**config.mk**
```make
export PLATFORM = sky130hd
export DESIGN_NAME = seq_det_1011
export DESIGN_NICKNAME = d
export VERILOG_FILES = /design/src/rtl/seq_det_1011.sv
export SDC_FILE = /design/constraint.sdc
export NUM_CORES = 1
export LEC_CHECK = 0
export ABC_AREA = 0
export BUFFER_PORTS_ARGS = -buffer_cell sky130_fd_sc_hd__clkbuf_2
export CAP_MARGIN = 0
export CELL_PAD_IN_SITES_DETAIL_PLACEMENT = 1
export CELL_PAD_IN_SITES_GLOBAL_PLACEMENT = 1
export CORE_MARGIN = 2
export CORE_UTILIZATION = 31
export CTS_CLUSTER_SIZE = 40
export DETAILED_ROUTE_END_ITERATION = 8
export PLACE_DENSITY_LB_ADDON = 0.08
export SYNTH_ARGS = -nofsm -noshare
export SYNTH_HDL_FRONTEND = slang
export SYNTH_SLANG_ARGS = --single-unit
```
**constraint.sdc**
```tcl
create_clock -name clk -period 1.3 [get_ports clk]
set_input_delay 0.26 -clock clk [delete_from_list [all_inputs] [get_ports clk]]
set_output_delay 0.26 -clock clk [all_outputs]
set_load 0.02 [all_outputs]
```
**src/rtl/seq_det_1011.sv**
```systemverilog
// Serial detector for the bit pattern 1011 (MSB first), overlapping matches.
// Moore FSM with a saturating match counter and a window of the last four consumed bits.
module seq_det_1011 (
  input  logic       clk,
  input  logic       clr,
  input  logic       en,
  input  logic       d,
  output logic       found,
  output logic [3:0] count,
  output logic [2:0] state,
  output logic [3:0] last4
);

  typedef enum logic [2:0] {
    S0 = 3'd0,
    S1 = 3'd1,
    S2 = 3'd2,
    S3 = 3'd3,
    S4 = 3'd4
  } state_t;

  state_t     state_q;
  state_t     state_d;
  logic [3:0] count_q;
  logic [3:0] last4_q;

  // State register; count and last4 advance only on enabled steps.
  always_ff @(posedge clk) begin
    if (!clr) begin
      state_q <= S0;
      count_q <= 4'd0;
      last4_q <= 4'd0;
    end else begin
      state_q <= state_d;
      if (en) begin
        last4_q <= {last4_q[2:0], d};
        if (state_d == S4 && count_q != 4'd15) begin
          count_q <= count_q + 4'd1;
        end
      end
    end
  end

  // Next-state logic; unused codes recover to S0 whether or not en is set.
  always_comb begin
    state_d = state_q;
    case (state_q)
      S0: if (en) state_d = d ? S1 : S0;
      S1: if (en) state_d = d ? S1 : S2;
      S2: if (en) state_d = d ? S3 : S0;
      S3: if (en) state_d = d ? S4 : S2;
      S4: if (en) state_d = d ? S1 : S2;
      default: state_d = S0;
    endcase
  end

  // Moore outputs, driven only from registered state.
  always_comb begin
    found = (state_q == S4);
    state = state_q;
    count = count_q;
    last4 = last4_q;
  end

endmodule

```
==> impl_results.md <==
- Routed Antenna Nets: 0
- Initial DRC Count: 2
- Crit path arrival time: 1.06 ns
- Routing usage on met1: 0.195
- Initial cell density of the core: 0.334
- Clock tree from TritonCTS: built
- Initial antenna violation count: 0
- Critical path class: reg2out
- First-pass GRT wire length: around 2.2 mm
- Syn_area_per_cell: around 9.5 um^2
- Pre-antenna DRT Iters: 2
- Met3 usage: 0.0480
- Final nets: 89
- Ports: 16
- Grt met2 use: 0.238
- CTS clk-pin slew, worst paths: roughly 0.07 ns
- Die H: 44.8 um
- Critical Path Fanout Max: 2
- Leading area contributor after synthesis: dfxtp_1
- Failing checks: negative setup slack
- Setup Total Neg Slack: -0.0383 ns
- Crit start category: flop
- Layout cells sized above 1: 0.494
- Syn Inst Count: 54
- Post-DP Area: 661 um^2
- Final HPWL DP: around 890 um
- # diodes: 0
- Row Count: 14
- Fillers: 192
- GRT Overall Usage: 0.151
- Die area: about 2000 um^2
- # Max-Cap Violations: 0
- Worst-Margin Slew: 0.232 ns
- Largest net degree at the start of global routing: 13
- Setup violations, final: 3
- Synth Net Count: 59
- Fin Clk Skew: 0.00249 ns
- Final WL: roughly 1.3 mm
- DP Cell Count: 89
- # port buffers: 15
- Gpl congestion: 0.751
- Synth top area share: 0.427
- Area Growth Syn to Fin: 49.5%
- CTS H-Tree Depth: 1
- Leakage: 0.345 nW
- Mapped Area: 515 um^2
- Register area share after synthesis: 0.427
- Hold slack: 0.360 ns
- Hold Violations, Final: 0
- Final period util: 1.02
- Grt ovf: 0
- Hold Buf Count CTS: 0
- Total power: 643 uW
- CTS buffer count: 3
- CTS Sinks: 11
- CP Capture Type: output pin
- Fin worst setup slack: -0.0201 ns
- Place WS: -0.0136 ns
- CORE AREA: ~1500 um^2
- RSZ-0062 raised after global routing: yes
- Finished Core Util: 0.500
- Status: finished, violations left
- Synth Register Bits: 11
- Vias post-DR: 480
- Slew Viols, Final: 0
- Worst slew margin: 0.846
- Yosys warning count: 0
- Final std cells w/o fill: 99
- Worst EP required: 1.04 ns
- Vias in the first global route: slightly below 500
- Pwr dens: 835 nW/um^2
- HP Class: in2reg
- Clk_lat worst skew: 0.27 ns
- Clk buf depth: 2
- Final Critical Period: 1.32 ns
- Grt peak-use layer: met2
- Synth cell types: 25
- Final Instance Area: 771 um^2
- Worst VDD drop: 0.574 mV
- Drt drc: 0
- Fmax achieved: around 760 MHz
- Ranking of synthesized cells by area: dfxtp_1 (43%), mux2i_1 (5.8%), nor2b_1 (4.9%)
- Wirelength per Cell: 12.8 um
- Chip width: about 45 um
- Clock tree root buffer cell: clkbuf_4
- Vias/cell: approximately 4.8
-- cell type report --
type | instances | area [um^2] | share of cell area
multi-input cells | 37 | 289 | 0.375
flip-flops and latches | 11 | 229 | 0.297
repair buffers | 27 | 191 | 0.248
clock buffers | 4 | 26.3 | 0.0341
well taps | 16 | 20.0 | 0.0260
inverters | 4 | 15.0 | 0.0195
-- state kept, by name, indices dropped and copies added (netlist names) --
register / cells
last4: 4
state: 3
count: 4
-- cells in the final DEF, fill, tap and decap left out, drive strengths merged, types with 2 or more instances in the layout --
cell    count
mux2i       3
and3        2
buf        13
o21a        2
clkbuf     18
nor2b       4
nand3       3
inv         4
a21boi      3
o21ai       4
dfxtp      11
nand2       3
or3         2
-- timing repair --
item,CTS,global route
pin swaps,3,1
resized for setup,6,6
setup endpoints to repair,4,6
hold endpoints to repair,0,0
buffers inserted,6,1
-- routing by layer --
metal	share of wire	wire [um]
met5	0	0
met3	0.049	62
met2	0.46	578
met1	0.49	622
met4	0	0
-- cells by family after synthesis --
logic type | synth area share
simple gates | 0.260
xor+xnor | 0.0170
mux | 0.0583
buf+inv | 0.0582
flops | 0.427
fa+ha+maj | 0.0437
compound gates | 0.136
-- cell usage after synthesis --
master,n
o21ai_0,4
nor2_1,1
a21boi_0,1
nor3b_1,1
mux2i_1,3
nand2_1,3
nand4_4,1
and4b_4,1
dfxtp_1,11
xnor2_1,1
a21boi_1,2
inv_1,4
ha_1,1
nor2b_1,4
clkbuf_1,1
or3_1,2
and3_1,2
o21a_1,2
buf_6,1
maj3_1,1
nor3_1,1
a22oi_1,1
a21oi_1,1
nand3_1,3
and2_1,1
-- worst paths after layout --
path	start	end	slack, ns	cells past startpoint
worst max-delay path	state[1]	found	-0.02	3
worst min-delay path	clr	state[1]	0.36	2
worst max register to register	state[2]	count[3]	-0.01	4
worst min register to register	count[1]	count[1]	0.48	2
-- where the power goes --
| part | internal (mW) | leakage [nW] | switching, mW |
|---|---|---|---|
| registers | 0.341 | 0.0918 | 0.00817 |
| logic | 0.0253 | 0.238 | 0.0315 |
| clock network | 0.119 | 0.0150 | 0.119 |
-- critical path: stages (launching register included) --
cell      delay [ns]
dfxtp_2         0.33
buf_6           0.11
nor3b_4         0.18
clkbuf_8        0.17
No activity file was read; power rests on OpenSTA's default activity.
